===== config.mk =====
export PLATFORM = sky130hd
export DESIGN_NAME = apb_uart_master
export DESIGN_NICKNAME = d
export VERILOG_FILES = /design/src/rtl/apb_uart_pkg.sv /design/src/rtl/apb_uart_master.sv
export SDC_FILE = /design/constraint.sdc
export NUM_CORES = 1
export LEC_CHECK = 0
export ABC_CLOCK_PERIOD_IN_PS = 1600
export BUFFER_PORTS_ARGS = -buffer_cell sky130_fd_sc_hd__clkbuf_2
export CAP_MARGIN = 25
export CORE_AREA = 2 2 109 111
export DETAILED_ROUTE_END_ITERATION = 12
export DIE_AREA = 0 0 111 113
export HOLD_SLACK_MARGIN = 0.12
export PLACE_DENSITY_LB_ADDON = 0.12
export SETUP_SLACK_MARGIN = 0.2
export SLEW_MARGIN = 20
export SYNTH_ARGS = -nofsm -noshare
export SYNTH_HDL_FRONTEND = slang
export SYNTH_SLANG_ARGS = --single-unit

===== constraint.sdc =====
create_clock -name PCLK -period 1.6 [get_ports PCLK]
set_input_delay 0.32 -clock PCLK [delete_from_list [all_inputs] [get_ports PCLK]]
set_output_delay 0.32 -clock PCLK [all_outputs]
set_load 0.02 [all_outputs]

===== src/rtl/apb_uart_pkg.sv =====
// Shared types and constants for the APB initiator that programs the UART subsystem.
// Holds the FSM state encoding, default bus widths, command/response payloads and register map.
package apb_uart_pkg;

  localparam int DEFAULT_DATA_WIDTH = 32;
  localparam int DEFAULT_ADDR_WIDTH = 32;

  typedef enum logic [1:0] {
    IDLE   = 2'd0,
    SETUP  = 2'd1,
    ACCESS = 2'd2
  } apb_state_e;

  typedef struct packed {
    logic                          write;
    logic [DEFAULT_ADDR_WIDTH-1:0] addr;
    logic [DEFAULT_DATA_WIDTH-1:0] wdata;
  } apb_cmd_t;

  typedef struct packed {
    logic [DEFAULT_DATA_WIDTH-1:0] rdata;
    logic                          error;
    logic                          timeout;
  } apb_rsp_t;

  // UART slave register offsets
  localparam logic [DEFAULT_ADDR_WIDTH-1:0] UART_REG_TXDATA = 32'h0000_0000;
  localparam logic [DEFAULT_ADDR_WIDTH-1:0] UART_REG_CTRL   = 32'h0000_0004;
  localparam logic [DEFAULT_ADDR_WIDTH-1:0] UART_REG_STATUS = 32'h0000_0008;
  localparam logic [DEFAULT_ADDR_WIDTH-1:0] UART_REG_BAUD   = 32'h0000_000C;
  localparam logic [DEFAULT_ADDR_WIDTH-1:0] UART_REG_RXDATA = 32'h0000_0010;

endpackage


===== src/rtl/apb_uart_master.sv =====
// APB initiator: turns one valid/ready command into one APB transfer and returns a response.
// Handshakes: a beat transfers on the rising edge where valid and ready are both high; valid holds its payload until then.
module apb_uart_master
  import apb_uart_pkg::*;
#(
  parameter int DATA_WIDTH     = DEFAULT_DATA_WIDTH,
  parameter int ADDR_WIDTH     = DEFAULT_ADDR_WIDTH,
  parameter int TIMEOUT_CYCLES = 64
) (
  input  logic                  PCLK,
  input  logic                  PRESETn,
  input  logic                  cmd_valid,
  output logic                  cmd_ready,
  input  logic                  cmd_write,
  input  logic [ADDR_WIDTH-1:0] cmd_addr,
  input  logic [DATA_WIDTH-1:0] cmd_wdata,
  output logic                  rsp_valid,
  input  logic                  rsp_ready,
  output logic [DATA_WIDTH-1:0] rsp_rdata,
  output logic                  rsp_error,
  output logic                  rsp_timeout,
  output logic                  PSELx,
  output logic                  PENABLE,
  output logic                  PWRITE,
  output logic [ADDR_WIDTH-1:0] PADDR,
  output logic [DATA_WIDTH-1:0] PWDATA,
  input  logic [DATA_WIDTH-1:0] PRDATA,
  input  logic                  PREADY,
  input  logic                  PSLVERR,
  output logic [1:0]            state_o
);

  localparam int CNT_W = (TIMEOUT_CYCLES < 1) ? 1 : $clog2(TIMEOUT_CYCLES + 1);
  localparam logic [CNT_W-1:0] CNT_LAST = CNT_W'((TIMEOUT_CYCLES > 0) ? TIMEOUT_CYCLES - 1 : 0);

  apb_state_e            state_q;
  logic [CNT_W-1:0]      cnt_q;
  logic                  psel_q;
  logic                  penable_q;
  logic                  pwrite_q;
  logic [ADDR_WIDTH-1:0] paddr_q;
  logic [DATA_WIDTH-1:0] pwdata_q;
  logic                  rsp_valid_q;
  logic [DATA_WIDTH-1:0] rsp_rdata_q;
  logic                  rsp_error_q;
  logic                  rsp_timeout_q;
  logic                  timeout_hit;

  generate
    if (TIMEOUT_CYCLES != 0) begin : g_timeout
      assign timeout_hit = (cnt_q == CNT_LAST);
    end else begin : g_no_timeout
      assign timeout_hit = 1'b0;
    end
  endgenerate

  assign cmd_ready = PRESETn && (state_q == IDLE) && !rsp_valid_q;

  always_ff @(posedge PCLK or negedge PRESETn) begin
    if (!PRESETn) begin
      state_q       <= IDLE;
      cnt_q         <= '0;
      psel_q        <= 1'b0;
      penable_q     <= 1'b0;
      pwrite_q      <= 1'b0;
      paddr_q       <= '0;
      pwdata_q      <= '0;
      rsp_valid_q   <= 1'b0;
      rsp_rdata_q   <= '0;
      rsp_error_q   <= 1'b0;
      rsp_timeout_q <= 1'b0;
    end else begin
      if (rsp_valid_q && rsp_ready) begin
        rsp_valid_q <= 1'b0;
      end
      case (state_q)
        IDLE: begin
          if (cmd_valid && cmd_ready) begin
            paddr_q   <= cmd_addr;
            pwrite_q  <= cmd_write;
            pwdata_q  <= cmd_write ? cmd_wdata : '0;
            psel_q    <= 1'b1;
            penable_q <= 1'b0;
            state_q   <= SETUP;
          end
        end
        SETUP: begin
          penable_q <= 1'b1;
          cnt_q     <= '0;
          state_q   <= ACCESS;
        end
        ACCESS: begin
          // PREADY takes priority over an expiring timeout
          if (PREADY) begin
            rsp_rdata_q   <= pwrite_q ? '0 : PRDATA;
            rsp_error_q   <= PSLVERR;
            rsp_timeout_q <= 1'b0;
            rsp_valid_q   <= 1'b1;
            psel_q        <= 1'b0;
            penable_q     <= 1'b0;
            state_q       <= IDLE;
          end else if (timeout_hit) begin
            rsp_rdata_q   <= '0;
            rsp_error_q   <= 1'b1;
            rsp_timeout_q <= 1'b1;
            rsp_valid_q   <= 1'b1;
            psel_q        <= 1'b0;
            penable_q     <= 1'b0;
            state_q       <= IDLE;
          end else begin
            cnt_q <= cnt_q + 1'b1;
          end
        end
        default: state_q <= IDLE;
      endcase
    end
  end

  assign PSELx       = psel_q;
  assign PENABLE     = penable_q;
  assign PWRITE      = pwrite_q;
  assign PADDR       = paddr_q;
  assign PWDATA      = pwdata_q;
  assign rsp_valid   = rsp_valid_q;
  assign rsp_rdata   = rsp_rdata_q;
  assign rsp_error   = rsp_error_q;
  assign rsp_timeout = rsp_timeout_q;
  assign state_o     = state_q;

endmodule


Word-level counts from Yosys, hierarchy flattened:

Cells that the tools add are included.

* RAM bits: 0
* memories kept: 0
* bits in registers: 111
* bits in latches: 0
* input port bits: 103
* ROM bits: 0

* multiply operators: 0
* reductions and logical operators: 16
* $lt $le $gt $ge: 0
* eq/ne operators: 7
* bitwise gates (word level): 0
* add/sub/neg operators: 1
* muxes and demuxes: 24
* shift operators: 0
* div/mod/pow operators: 0

Operator list (number)
* $mux 32: 4
* $mux 7: 2
* $pmux 7 s2: 1
* $mux 1: 11
* $reduce_and 3->1: 3
* $add 7x1->7 const B: 1
* $eq 7x6->1 const B: 1
* $mux 2: 3
* $pmux 2 s3: 1
* $reduce_and 2->1: 3
* $reduce_bool 2->1: 3
* $logic_and 1x1->1: 4
* $ne 2x2->1 const B: 2
* $ne 3x3->1 const B: 1
* $pmux 1 s3: 1
* $reduce_bool 3->1: 1
* $eq 2x1->1 const B: 1
* $eq 2x2->1 const B: 1
* $logic_not 2->1: 1
* $ne 2x1->1 const B: 1
* $pmux 1 s2: 1
* $logic_not 1->1: 1

Longest topological paths before layout:

* word-level depth: 6
* gate-level depth with buffers: 6

Least setup slack after synthesis:

Ideal clock, no wire load.

* kind: register to register
* from: reg state_q[0], in the netlist state_o[0]
* to: reg paddr_q[26], in the netlist PADDR[26]
* cell stages (with the launch flop): 6
* period minus slack after synthesis: 1798 ps
* data arrival time: 1673 ps
* setup slack: -198 ps
* path through: dfrtp_1 -> nor4b_4 -> nand2_1 -> buf_2 -> buf_6 -> mux2_4

* cells in the longest elaborated chain, start to end: 5

RTL lines
* start, declared: RTL line apb_uart_master.sv:36 `apb_state_e state_q;`
* start signal, assigned: RTL line apb_uart_master.sv:61 `state_q <= IDLE;`
* start signal, assigned: RTL line apb_uart_master.sv:84 `state_q <= SETUP;`
* start signal, assigned: RTL line apb_uart_master.sv:90 `state_q <= ACCESS;`
* $logic_not 2->1 (*): RTL line apb_uart_master.sv:57, apb_uart_master.sv:76
* $logic_and 1x1->1 (2 in a row): RTL line apb_uart_master.sv:57 `assign cmd_ready = PRESETn && (state_q == IDLE) && !rsp_valid_q;`
* $logic_and 1x1->1: RTL line apb_uart_master.sv:78 `if (cmd_valid && cmd_ready) begin`
* $reduce_and 2->1 (no line) (*)
* end signal, assigned: RTL line apb_uart_master.sv:79 `paddr_q <= cmd_addr;`
* end, declared: RTL line apb_uart_master.sv:41 `logic [ADDR_WIDTH-1:0] paddr_q;`

Every way passes the cells marked *; elsewhere a longest branch is shown, timed or not.
A chain may end at the register's enable or synchronous reset.

Final worst setup path:

* from: reg rsp_valid_q, in the netlist rsp_valid
* to: reg pwdata_q[19], in the netlist PWDATA[19]

* cells in the longest elaborated chain, start to end: 4

RTL lines
* start, declared: RTL line apb_uart_master.sv:43 `logic rsp_valid_q;`
* start signal, assigned: RTL line apb_uart_master.sv:68 `rsp_valid_q <= 1'b0;`
* start signal, assigned: RTL line apb_uart_master.sv:74 `rsp_valid_q <= 1'b0;`
* start signal, assigned: RTL line apb_uart_master.sv:98 `rsp_valid_q <= 1'b1;`
* $logic_not 1->1: RTL line apb_uart_master.sv:57
* $logic_and 1x1->1: RTL line apb_uart_master.sv:57
* $logic_and 1x1->1: RTL line apb_uart_master.sv:78
* $reduce_and 2->1 (no line)
* end signal, assigned: RTL line apb_uart_master.sv:81 `pwdata_q <= cmd_write ? cmd_wdata : '0;`
* end, declared: RTL line apb_uart_master.sv:42 `logic [DATA_WIDTH-1:0] pwdata_q;`

No other way between the ends.

==> impl_metrics.tcl <==
set metrics [dict create \
    fp.dieH_um 113 \
    rsz0062_at_grt "yes" \
    cts_root_buf "clkbuf_16" \
    p_leak_nw 3.76 \
    worstMarginPinSlew_ns 0.700 \
    n_antenna_cell 0 \
    setup_viol_count_final 65 \
    route.detailed.drc 0 \
    worstHoldPathType "in -> reg" \
    max_freq_mhz 571 \
    wl_met1_um 6130 \
    via_count 4266 \
    worst_ep_required_time_ns 1.85 \
    wl_um 15100 \
    ir_drop_mv 1.20 \
    yosys_register_bits 111 \
    layout_min_cycle_time_ns 1.75 \
    power_density_nw_per_um2 1640 \
    start_util_pct 42.4 \
    first_global_vias 4258 \
    highest_layer "met4" \
    ant_nets 0 \
    fin_ws_ns -0.150 \
    syn-num-nets 506 \
    grt_start_max_net_pins 53 \
    grt_overflow 0 \
    path_class "reg -> reg" \
    core_area_um2 11300 \
    first_iter_violations 188 \
    slew_violations 0 \
    row_count 39 \
    layout_common_cells "clkbuf_2 (202), dfrtp_1 (107), inv_1 (38)" \
    synth_cell_types 40 \
    fin_worst_skew_ns 0.00680 \
    htreeDepth 3 \
    dr_wl_met2_um 7730 \
    cts_tree "built" \
    port_buffers 207 \
    final_nets 748 \
    drv_cap 0 \
    cp_data_arrival_time_ns 2.00 \
    cts.sinks 111 \
    viasPerCell 5.39 \
    grt.total_usage_pct 22.5 \
    period_share_pct 109 \
    synth-edff-count 0 \
    clk_pin_slew_worst_paths_ns 0.07 \
    ys_seq_area_share_pct 58.1 \
    cts.path.max_buffers 2 \
    gp_congestion 0.849 \
    syn_inst 402 \
    async_reset_ff_share_pct 100 \
    violations "setup timing" \
    status "complete, but fails checks" \
    die-area_um2 12500 \
    dr.pass1.iters 4 \
    ys.flop_type "dfrtp_1" \
    final_core_util_pct 66.4 \
    clk_latency_ns 0.35 \
    hold_violations 0 \
    ff2ff_setup_slack_ns -0.15 \
    syn_area_um2 4780 \
    yosysWarnings 0 \
    pin_count 208 \
    layout-drive-gt1-share_pct 64.6 \
    slew_headroom_pct 53.3 \
    crit_fanout 7 \
    crit_path_start_kind "flip-flop" \
    hpwl_um 8720 \
    final_common_cell "clkbuf_2" \
    fp.dieW_um 111 \
    syn2layout_area_growth_pct 56.6 \
    antenna_found_initial 0 \
    pre_cts_ws_ns -0.0664 \
    cts_buffers 9 \
    routedWlPerCell_um 19.1 \
    route.met3.wl_um 927 \
    syn_area_per_cell_um2 11.9 \
    critical_path.endpoint_type "flip-flop" \
    grt_pass1_wl_um 22200 \
]
[registers in the layout (all words and copies together), names as in the netlist, 2 cells and up]
signal,cells
cnt_q,7
state_o,2
PADDR,32
PWDATA,32
rsp_rdata,32
[cell usage after synthesis (all sizes together), types with 3 or more instances]
master	number	area, um^2
nand2b	3	18.8
a22oi	32	240
inv	39	146
a21bo	32	320
dfrtp	111	2780
nor2	3	11.3
clkbuf	26	97.6
mux2	33	398
o21ai	35	175
buf	7	40.0
nand4	32	200
nand2	5	18.8
a21oi	10	50.1
[power by group]
group	leakage [nW]	switching (mW)	total, mW	internal [mW]
Combinational	2.31	2.94	5.45	2.52
Clock	0.145	1.04	2.35	1.30
Sequential	1.30	0.711	4.50	3.79
Total	3.76	4.69	12.3	7.61
[final timing paths]
check                                            from                       end  cells after the start
worst max-delay path              rsp_valid$_DFF_PN0_    PWDATA[19]$_DFFE_PN0P_                      6
worst max register to register    rsp_valid$_DFF_PN0_    PWDATA[19]$_DFFE_PN0P_                      6
max in group asynchronous                     PRESETn     PWDATA[7]$_DFFE_PN0P_                      4
worst min-delay path                        PRDATA[5]  rsp_rdata[5]$_DFFE_PN0P_                      3
min in group asynchronous                     PRESETn    state_o[0]$_DFFE_PN0P_                      3
worst min register to register  PWDATA[5]$_DFFE_PN0P_     PWDATA[5]$_DFFE_PN0P_                      1
[per-layer routing]
metal	vias to the layer above	global-route usage [%]
met4	0	8.33
met5	-	0
met1	2125	26.8
met3	24	6.53
li1	1957	-
met2	160	39.0
[worst max-delay path: stages, from the launching register on]
cell	delay, ns
dfrtp_2	0.43
nor4b_4	0.38
buf_6	0.22
nand2_8	0.13
buf_12	0.16
buf_16	0.12
a21bo_2	0.20
[area by class of cell]
cell class,instances,area [um^2]
clock inverters,4,53.8
fillers,892,3790
inverters,39,146
well taps,143,179
flip-flops and latches,111,2780
repair buffers,263,1940
clock buffers,12,256
multi-input cells,220,2130
[per-stage QoR]
stage,hold slack [ns],instance area (um^2),setup TNS (ns),power [mW],std cells
floorplan,0.0244,4820,-3.75,7.11,402
global placement,0.343,6040,-0.0506,8.64,735
detailed placement,0.339,6040,-0.0664,8.76,735
CTS,0.128,6890,-5.81,11.8,768
global route,0.163,7480,-9.81,13.0,792
finish,0.175,7480,-6.55,12.3,792
[kinds of logic (layout without fill, tap and decap cells)]
family	count (synthesis)	after routing	synth area share (%)
AO/OA/AOI/OAI	126	126	19.3
adder cells (fa/ha/maj)	1	1	0.262
buffers and inverters	72	318	5.94
flip-flops	111	111	58.1
multiplexers	33	33	8.32
AND/OR/NAND/NOR	59	60	8.06
[repair_timing]
action | in CTS | in global routing
hold endpoints to repair | 20 | 0
hold buffers | 1 | 0
setup endpoints to repair | 108 | 111
setup buffers | 7 | 12
gates cloned | 9 | 11
pin swaps | 12 | 30
gates resized for setup | 92 | 69
Note: power is estimated with default switching activity, not from simulation.
